==> src/rtl/spi_target_pkg.sv <==
// rtl/spi_target_pkg.sv - shared types, state encodings and helpers for the SPI target core
// Purpose: FSM state constants, SCK edge selector type, counter-width helper.
// Ports: none (package).
package spi_target_pkg;

   typedef logic [1:0] state_e;

   localparam state_e StWaitIdle = 2'd0;
   localparam state_e StIdle     = 2'd1;
   localparam state_e StActive   = 2'd2;

   typedef enum logic {
      EdgeRise = 1'b0,
      EdgeFall = 1'b1
   } edge_sel_t;

   // Bits needed to count 0..value-1, never less than one.
   function automatic int vbits(input int value);
      return (value <= 1) ? 1 : $clog2(value);
   endfunction

   // Leading edge is the rise for cpol=0 and the fall for cpol=1; cpha=1 moves
   // sampling to the trailing edge. Both collapse to: sample on fall iff cpol^cpha.
   function automatic edge_sel_t sample_edge_sel(input logic cpol, input logic cpha);
      return edge_sel_t'(cpol ^ cpha);
   endfunction

endpackage

==> src/rtl/spi_target_sync_edge.sv <==
// rtl/spi_target_sync_edge.sv - pad synchronizers and edge strobes for the SPI target
// Purpose: bring SCK/CSB/SD into the clk_i domain and flag their edges.
// Ports:
//   clk_i, rst_i          system clock, synchronous active-high reset
//   spi_sck_i/csb_i/sd_i  asynchronous pad inputs
//   csb_o, sd_o           synchronized CSB level and data bit
//   sck_rise_o/fall_o     one-cycle strobes on synchronized SCK edges
//   csb_fall_o/rise_o     one-cycle strobes on synchronized CSB edges
//   sync_ok_o             high once the chains hold genuine pad samples
module spi_target_sync_edge
   import spi_target_pkg::*;
#(
   parameter int SyncStages = 2
) (
   input  logic clk_i,
   input  logic rst_i,
   input  logic spi_sck_i,
   input  logic spi_csb_i,
   input  logic spi_sd_i,
   output logic csb_o,
   output logic sd_o,
   output logic sck_rise_o,
   output logic sck_fall_o,
   output logic csb_fall_o,
   output logic csb_rise_o,
   output logic sync_ok_o
);

   logic [SyncStages-1:0] sck_sync_q, sck_sync_d;
   logic [SyncStages-1:0] csb_sync_q, csb_sync_d;
   logic [SyncStages-1:0] sd_sync_q, sd_sync_d;
   logic                  sck_prev_q, sck_prev_d;
   logic                  csb_prev_q, csb_prev_d;
   // The CSB chain resets to 1 regardless of the pad, so the FSM must not
   // trust its level until the reset values have been flushed out.
   logic [SyncStages:0]   ok_q, ok_d;
   logic                  sck_s;

   always_comb begin
      sck_sync_d = {sck_sync_q[SyncStages-2:0], spi_sck_i};
      csb_sync_d = {csb_sync_q[SyncStages-2:0], spi_csb_i};
      sd_sync_d  = {sd_sync_q[SyncStages-2:0], spi_sd_i};
      sck_s      = sck_sync_q[SyncStages-1];
      csb_o      = csb_sync_q[SyncStages-1];
      sd_o       = sd_sync_q[SyncStages-1];
      sck_prev_d = sck_s;
      csb_prev_d = csb_o;
      ok_d       = {ok_q[SyncStages-1:0], 1'b1};
      sck_rise_o = sck_s & ~sck_prev_q;
      sck_fall_o = ~sck_s & sck_prev_q;
      csb_fall_o = ~csb_o & csb_prev_q;
      csb_rise_o = csb_o & ~csb_prev_q;
      sync_ok_o  = ok_q[SyncStages];
   end

   always_ff @(posedge clk_i) begin
      if (rst_i) begin
         sck_sync_q <= '0;
         csb_sync_q <= '1;
         sd_sync_q  <= '0;
         sck_prev_q <= 1'b0;
         csb_prev_q <= 1'b1;
         ok_q       <= '0;
      end else begin
         sck_sync_q <= sck_sync_d;
         csb_sync_q <= csb_sync_d;
         sd_sync_q  <= sd_sync_d;
         sck_prev_q <= sck_prev_d;
         csb_prev_q <= csb_prev_d;
         ok_q       <= ok_d;
      end
   end

endmodule

==> src/rtl/spi_target_core.sv <==
// rtl/spi_target_core.sv - oversampled SPI target shift engine with byte-wide TX/RX handshake
// Purpose: receive a frame stream on spi_sd_i while returning tx_data_i words on spi_sd_o.
// Ports:
//   clk_i, rst_i                  system clock, synchronous active-high reset
//   cpol_i, cpha_i, msb_first_i   mode pins, captured when CSB asserts
//   spi_sck_i, spi_csb_i, spi_sd_i host pads (asynchronous)
//   spi_sd_o, spi_sd_en_o         MISO data and output enable
//   tx_data_i, tx_valid_i, tx_ready_o  TX word handshake (ready = consumed strobe)
//   rx_data_o, rx_valid_o         last received word and its update strobe
//   tx_underrun_o, abort_o, done_o event strobes
module spi_target_core
   import spi_target_pkg::*;
#(
   parameter int                   DataWidth  = 8,
   parameter int                   SyncStages = 2,
   parameter logic [DataWidth-1:0] TxIdleByte = DataWidth'('hFF)
) (
   input  logic                 clk_i,
   input  logic                 rst_i,
   input  logic                 cpol_i,
   input  logic                 cpha_i,
   input  logic                 msb_first_i,
   input  logic                 spi_sck_i,
   input  logic                 spi_csb_i,
   input  logic                 spi_sd_i,
   output logic                 spi_sd_o,
   output logic                 spi_sd_en_o,
   input  logic [DataWidth-1:0] tx_data_i,
   input  logic                 tx_valid_i,
   output logic                 tx_ready_o,
   output logic [DataWidth-1:0] rx_data_o,
   output logic                 rx_valid_o,
   output logic                 tx_underrun_o,
   output logic                 abort_o,
   output logic                 done_o
);

   localparam int                 BitCntW = vbits(DataWidth);
   localparam logic [BitCntW-1:0] LastBit = BitCntW'(DataWidth - 1);

   logic csb_s, sd_s, sck_rise, sck_fall, csb_fall, csb_rise, sync_ok;

   spi_target_sync_edge #(
      .SyncStages (SyncStages)
   ) u_sync_edge (
      .clk_i      (clk_i),
      .rst_i      (rst_i),
      .spi_sck_i  (spi_sck_i),
      .spi_csb_i  (spi_csb_i),
      .spi_sd_i   (spi_sd_i),
      .csb_o      (csb_s),
      .sd_o       (sd_s),
      .sck_rise_o (sck_rise),
      .sck_fall_o (sck_fall),
      .csb_fall_o (csb_fall),
      .csb_rise_o (csb_rise),
      .sync_ok_o  (sync_ok)
   );

   state_e               state_q, state_d;
   logic                 cpol_q, cpol_d;
   logic                 cpha_q, cpha_d;
   logic                 msb_q, msb_d;
   logic [BitCntW-1:0]   bit_cnt_q, bit_cnt_d;
   logic                 first_q, first_d;
   logic [DataWidth-1:0] tx_sr_q, tx_sr_d;
   logic [DataWidth-1:0] rx_sr_q, rx_sr_d;
   logic [DataWidth-1:0] rx_data_q, rx_data_d;
   // rx_data_o updates on the cycle after the sample; the strobe follows one cycle later.
   logic                 rx_done_q, rx_done_d;
   logic                 rx_valid_q, rx_valid_d;

   logic                 load_tx;
   logic                 sample_evt, shift_evt;
   logic [DataWidth-1:0] rx_word;

   always_comb begin
      state_d       = state_q;
      cpol_d        = cpol_q;
      cpha_d        = cpha_q;
      msb_d         = msb_q;
      bit_cnt_d     = bit_cnt_q;
      first_d       = first_q;
      tx_sr_d       = tx_sr_q;
      rx_sr_d       = rx_sr_q;
      rx_data_d     = rx_data_q;
      rx_done_d     = 1'b0;
      rx_valid_d    = rx_done_q;
      load_tx       = 1'b0;
      tx_ready_o    = 1'b0;
      tx_underrun_o = 1'b0;
      abort_o       = 1'b0;
      done_o        = 1'b0;

      if (sample_edge_sel(cpol_q, cpha_q) == EdgeFall) begin
         sample_evt = sck_fall;
         shift_evt  = sck_rise;
      end else begin
         sample_evt = sck_rise;
         shift_evt  = sck_fall;
      end

      rx_word = msb_q ? {rx_sr_q[DataWidth-2:0], sd_s} : {sd_s, rx_sr_q[DataWidth-1:1]};

      case (state_q)
         StWaitIdle: begin
            // Never join a frame already in flight when reset released.
            if (sync_ok && csb_s) begin
               state_d = StIdle;
            end
         end
         StIdle: begin
            if (csb_fall) begin
               state_d   = StActive;
               cpol_d    = cpol_i;
               cpha_d    = cpha_i;
               msb_d     = msb_first_i;
               bit_cnt_d = '0;
               first_d   = 1'b1;
               load_tx   = 1'b1;
            end
         end
         StActive: begin
            // CSB release wins over any SCK edge seen in the same cycle.
            if (csb_rise) begin
               state_d   = StIdle;
               done_o    = 1'b1;
               abort_o   = (bit_cnt_q != '0);
               bit_cnt_d = '0;
            end else begin
               if (sample_evt) begin
                  rx_sr_d = rx_word;
                  first_d = 1'b0;
                  if (bit_cnt_q == LastBit) begin
                     rx_data_d = rx_word;
                     rx_done_d = 1'b1;
                     bit_cnt_d = '0;
                  end else begin
                     bit_cnt_d = bit_cnt_q + BitCntW'(1);
                  end
               end
               if (shift_evt) begin
                  if (bit_cnt_q != '0) begin
                     tx_sr_d = msb_q ? (tx_sr_q << 1) : (tx_sr_q >> 1);
                  end else if (!first_q) begin
                     load_tx = 1'b1;
                  end
                  // bit_cnt==0 with first set: cpha=1 opening edge, word already on the line.
               end
            end
         end
         default: state_d = StWaitIdle;
      endcase

      if (load_tx) begin
         if (tx_valid_i) begin
            tx_sr_d    = tx_data_i;
            tx_ready_o = 1'b1;
         end else begin
            tx_sr_d       = TxIdleByte;
            tx_underrun_o = 1'b1;
         end
      end
   end

   always_ff @(posedge clk_i) begin
      if (rst_i) begin
         state_q    <= StWaitIdle;
         cpol_q     <= 1'b0;
         cpha_q     <= 1'b0;
         msb_q      <= 1'b1;
         bit_cnt_q  <= '0;
         first_q    <= 1'b0;
         tx_sr_q    <= '0;
         rx_sr_q    <= '0;
         rx_data_q  <= '0;
         rx_done_q  <= 1'b0;
         rx_valid_q <= 1'b0;
      end else begin
         state_q    <= state_d;
         cpol_q     <= cpol_d;
         cpha_q     <= cpha_d;
         msb_q      <= msb_d;
         bit_cnt_q  <= bit_cnt_d;
         first_q    <= first_d;
         tx_sr_q    <= tx_sr_d;
         rx_sr_q    <= rx_sr_d;
         rx_data_q  <= rx_data_d;
         rx_done_q  <= rx_done_d;
         rx_valid_q <= rx_valid_d;
      end
   end

   always_comb begin
      spi_sd_en_o = (state_q == StActive);
      spi_sd_o    = spi_sd_en_o & (msb_q ? tx_sr_q[DataWidth-1] : tx_sr_q[0]);
      rx_data_o   = rx_data_q;
      rx_valid_o  = rx_valid_q;
   end

endmodule
==> config.mk <==
export PLATFORM = sky130hd
export DESIGN_NAME = spi_target_core
export DESIGN_NICKNAME = d
export VERILOG_FILES = /design/src/rtl/spi_target_pkg.sv /design/src/rtl/spi_target_sync_edge.sv /design/src/rtl/spi_target_core.sv
export SDC_FILE = /design/constraint.sdc
export NUM_CORES = 1
export LEC_CHECK = 0
export ABC_AREA = 1
export CAP_MARGIN = 5
export CORE_MARGIN = 1
export CORE_UTILIZATION = 55
export CTS_CLUSTER_SIZE = 16
export DETAILED_ROUTE_END_ITERATION = 6
export GPL_TIMING_DRIVEN = 0
export PLACE_DENSITY = 0.82
export REMOVE_ABC_BUFFERS = 1
export SLEW_MARGIN = 40
export SYNTH_ARGS = -nofsm -noshare
export SYNTH_HDL_FRONTEND = slang
export SYNTH_HIERARCHICAL = 1
export SYNTH_SLANG_ARGS = --single-unit
==> constraint.sdc <==
create_clock -name clk_i -period 5.4 [get_ports clk_i]
set_clock_uncertainty 0.05 [all_clocks]
set_input_delay 1.62 -clock clk_i [delete_from_list [all_inputs] [get_ports clk_i]]
set_output_delay 1.62 -clock clk_i [all_outputs]
set_load 0.02 [all_outputs]
Yosys cells after proc, flatten, opt, wreduce, memory -nomap -nowiden
Index checks and enable logic that the tools add are counted.
- add/subtract/negate cells: 1
- eq/ne operators: 10
- muxes and demuxes: 40
- bitwise gates (word level): 13
- reductions and logical operators: 15
- operators by type and width (cell ; number):
    8-bit 2-to-1 mux ; 8
    1-bit 2-to-1 mux ; 21
    3-bit 2-to-1 mux ; 4
    4-bit AND reduction ; 3
    3-bit AND reduction ; 3
    2-bit nonzero test ; 4
    1-bit NOT ; 7
    2-bit 2-to-1 mux ; 3
    2-bit by 1-bit inequality test with 1-bit output (second input constant) ; 3
    2-bit inequality test (second input constant) ; 3
    2-bit case mux with 3 select lines ; 1
    3-bit case mux with 2 select lines ; 1
    1-bit AND ; 5
    1-bit case mux with 2 select lines ; 2
    4-bit OR reduction ; 1
    3-bit by 1-bit adder with 3-bit output (second input constant) ; 1
    3-bit == test (second input constant) ; 1
    3-bit by 1-bit inequality test with 1-bit output (second input constant) ; 1
    3-bit nonzero test ; 1
    2-bit by 1-bit == test with 1-bit output (second input constant) ; 1
    2-bit == test (second input constant) ; 1
    2-bit zero test ; 1
    2-bit AND reduction ; 1
    1-bit logical AND ; 1
    1-bit bitwise XOR ; 1
- flip-flop bits (word level): 46
- output and inout port bits: 15

Depth between registers and ports, before layout
- word-level depth: 8
- mapped depth: 12
- gate-level depth less buffers: 12

Hierarchy
Netlist, hierarchy kept.
- by module, submodules not included (module ; times used ; cells an instance ; area each (um2) ; seq. area each (um2)):
    spi_target_core ; 1 ; 287 ; 1940.6 ; 700.7
    spi_target_sync_edge ; 1 ; 39 ; 332.8 ; 220.2

Worst setup path after synthesis
OpenSTA, ideal clock, no wires.
- path type: input to output
- start point: in tx_valid_i
- end point: out tx_ready_o
- data arrival time: 1987 ps
- data required time: 3730 ps
- path slack: 1743 ps
- stages on the path: 2
- buffers on the path: 0
- cell sequence: inv_1 -> nor2_1
- word-level cells in the longest chain between the ends: 2
- ends and longest elaborated chain (what ; RTL line ; RTL):
    start, declared ; spi_target_core.sv:29 ; input logic tx_valid_i,
    1-bit 2-to-1 mux ; spi_target_core.sv:156 ; if (tx_valid_i) begin
    1-bit 2-to-1 mux ; spi_target_core.sv:155 ; if (load_tx) begin
    end, declared ; spi_target_core.sv:30 ; output logic tx_ready_o,
Every way passes these cells.

Worst setup path after layout
Same ends and word-level chain as after synthesis.

==> results.cfg <==
[final_layout]
layout_commonest_cell = nand2_1
final_core_util = 0.667
final_nets = 376
drive_gt1_frac = 0.0914
antenna_cells = 0
area_delta_synth_final_pct = 16.5
mostFrequentLayoutCells = nand2_1 (70), inv_1 (47), dfxtp_1 (45)
instances_no_fill = 400

[sta]
slew_violations = 0
hold_viol = 0
setup_viol = 0
final.min_clock_period_ns = 4.58
fmax_mhz = 218
rsz0062_at_grt = false
setup_slack_ns = 0.817
finalCritPeriodShare = 0.849
relSlewSlack = 0.556
fin_setup_tns_ns = 0
timing_worst_slew_pin_value_ns = 0.665

[job]
maxCapViolCount = 0

[drt]
route.detailed.drc = 0
top_layer_used = met4
ant_nets = 0
first_iter_violations = 169
first_pass_iters = 5
wl_mm = 4.19
wl_per_cell_um = 10.5
routed-via-count = 2032
met1_length_mm = 1.92
detail_route.vias_per_cell = 5.08
met3_length_um = 205
wl_met2_mm = 2.00

[placed_design]
globalplace.congestion = 0.798
dp_cells = 394
pre_cts_slack_ns = 0.820
place_hpwl_mm = 2.99
io_buffers = 31

[run_status]
status = finished, final reports clean

[hold_path]
hp-class = flip-flop to flip-flop
hold_depth = 2
min_from = u_sync_edge/ok_q[0]
min_to = u_sync_edge/ok_q[1]

[power_and_ir_drop]
power_uw = 776
p_leak_uw = 0.00119
ir_worst_vdd_mv = 0.302
p_per_area_nw_per_um2 = 293

[clocking]
clkTransAtPathRegs_ns = 0.07
cts_hold_buffers = 0
htreeDepth = 2
cts_buffers = 5
clk_latency_ns = 0.29
clk_path_buf_depth = 2
cts_resized = 0
cts_sinks = 46
cts_setup_buffers = 0
root_buffer = clkbuf_8
cts_tree = done

[floorplan]
core_area_um2 = 3970
pin_count = 32
initial_core_util = 0.572
fp.dieW_um = 66.3
rows = 23
dieArea_um2 = 4390
die-height_um = 66.3

[setup_path]
critical_path_class = primary input to primary output
cp_max_fo = 9
end_kind = primary output
r2r_slack_ns = 3.27
cp-start-kind = primary input
crit_arrival_ns = 2.91
r2r_start = state_q[0]
r2r_cells = 9
required_ns = 3.73
startpoint = tx_valid_i
worst_r2r_endpoint = rx_data_o[6]

[synth]
synth_adder_area_share = 0.0440
synthCells = 326
synth_xor_area_frac = 0
synth_top_family_by_area = simple AND/OR/NAND/NOR gates
ys_seq_area_frac = 0.405
synth_cell_type_count = 24
synthMuxAreaShare = 0
synth_compound_area_frac = 0.119
yosysWarnings = 6
synthesis.area_um2 = 2270
synthSimpleGateAreaFrac = 0.315
ys_ff_latch = 46
avgSynthCellArea_um2 = 6.97

[global_route]
grtUsageTotal = 0.217
overflow = 0
antenna_found_initial = 0
grt_max_degree = 34
grt_pass1_wl_mm = 7.33
grt_pass1_vias = 1768
==> stage by stage <==
| stage | hold WS, ns | instance area, um^2 |
|---|---|---|
| floorplan | 0.336 | 2200 |
| global placement | 0.339 | 2570 |
| detailed placement | 0.346 | 2570 |
| CTS | 0.357 | 2650 |
| global route | 0.373 | 2650 |
| finish | 0.352 | 2650 |
==> cell families (layout without fill, tap and decap cells) <==
kind of cell | Yosys count | count (layout)
AO/OA/AOI/OAI | 54 | 54
adder cells (fa/ha/maj) | 8 | 8
flip-flops | 46 | 46
buffers and inverters | 63 | 87
AND/OR/NAND/NOR | 155 | 155
==> state kept, by name (all words and copies together), names as in the netlist, 2 cells and up <==
| signal | cells |
|---|---|
| rx_data_o | 8 |
| bit_cnt_q | 3 |
| u_sync_edge/sd_sync_q | 2 |
| u_sync_edge/csb_sync_q | 2 |
| rx_sr_q | 8 |
| u_sync_edge/sck_sync_q | 2 |
| tx_sr_q | 8 |
| state_q | 2 |
| u_sync_edge/ok_q | 3 |
==> report_power, final <==
part	internal (uW)	switching [uW]
registers	359	15.8
logic	71.5	126
clock network	98.7	105
==> worst max-delay path by stage <==
stage / endpoint / slack [ns]
3_3_place_gp: tx_ready_o / 0.83
5_1_grt: tx_ready_o / 0.76
2_1_floorplan: tx_ready_o / 1.74
3_5_place_dp: tx_ready_o / 0.82
4_1_cts: tx_ready_o / 0.81
6_report: tx_ready_o / 0.82
==> critical path, cell delays in order <==
cell             delay (ns)
clkdlybuf4s50_1        0.48
inv_1                  0.09
nor2_1                 0.12
clkdlybuf4s50_1        0.61
==> per-layer routing <==
metal	global-route usage	up-vias
met5	0	-
li1	-	1061
met4	0.104	0
met2	0.370	59
met3	0.0310	10
met1	0.265	902
==> cell usage after synthesis <==
master / count / area (um^2)
nand2_1: 70 / 263
inv_1: 47 / 176
dfxtp_1: 46 / 921
nor2_1: 32 / 120
nand3_1: 29 / 145
a21oi_1: 27 / 135
o21ai_0: 27 / 135
ha_1: 8 / 100
or2_2: 8 / 50.1
clkbuf_1: 7 / 26.3
buf_6: 3 / 33.8
inv_2: 3 / 11.3
nand2_2: 3 / 18.8
nand3_2: 3 / 30.0
nor2_2: 3 / 18.8
buf_2: 2 / 10.0
and2_4: 1 / 8.76
buf_4: 1 / 7.51
nand2_4: 1 / 11.3
nand2_8: 1 / 20.0
nand3b_1: 1 / 7.51
nand4_2: 1 / 12.5
nor3_1: 1 / 5.00
or3_1: 1 / 6.26
==> final cells by class <==
type	instances	area, um^2
clock buffers	6	82.6
fillers	372	1320
inverters	50	188
multi-input cells	217	1090
flip-flops and latches	46	922
well taps	50	62.6
repair buffers	31	305
(Power assumes the default switching activity.)
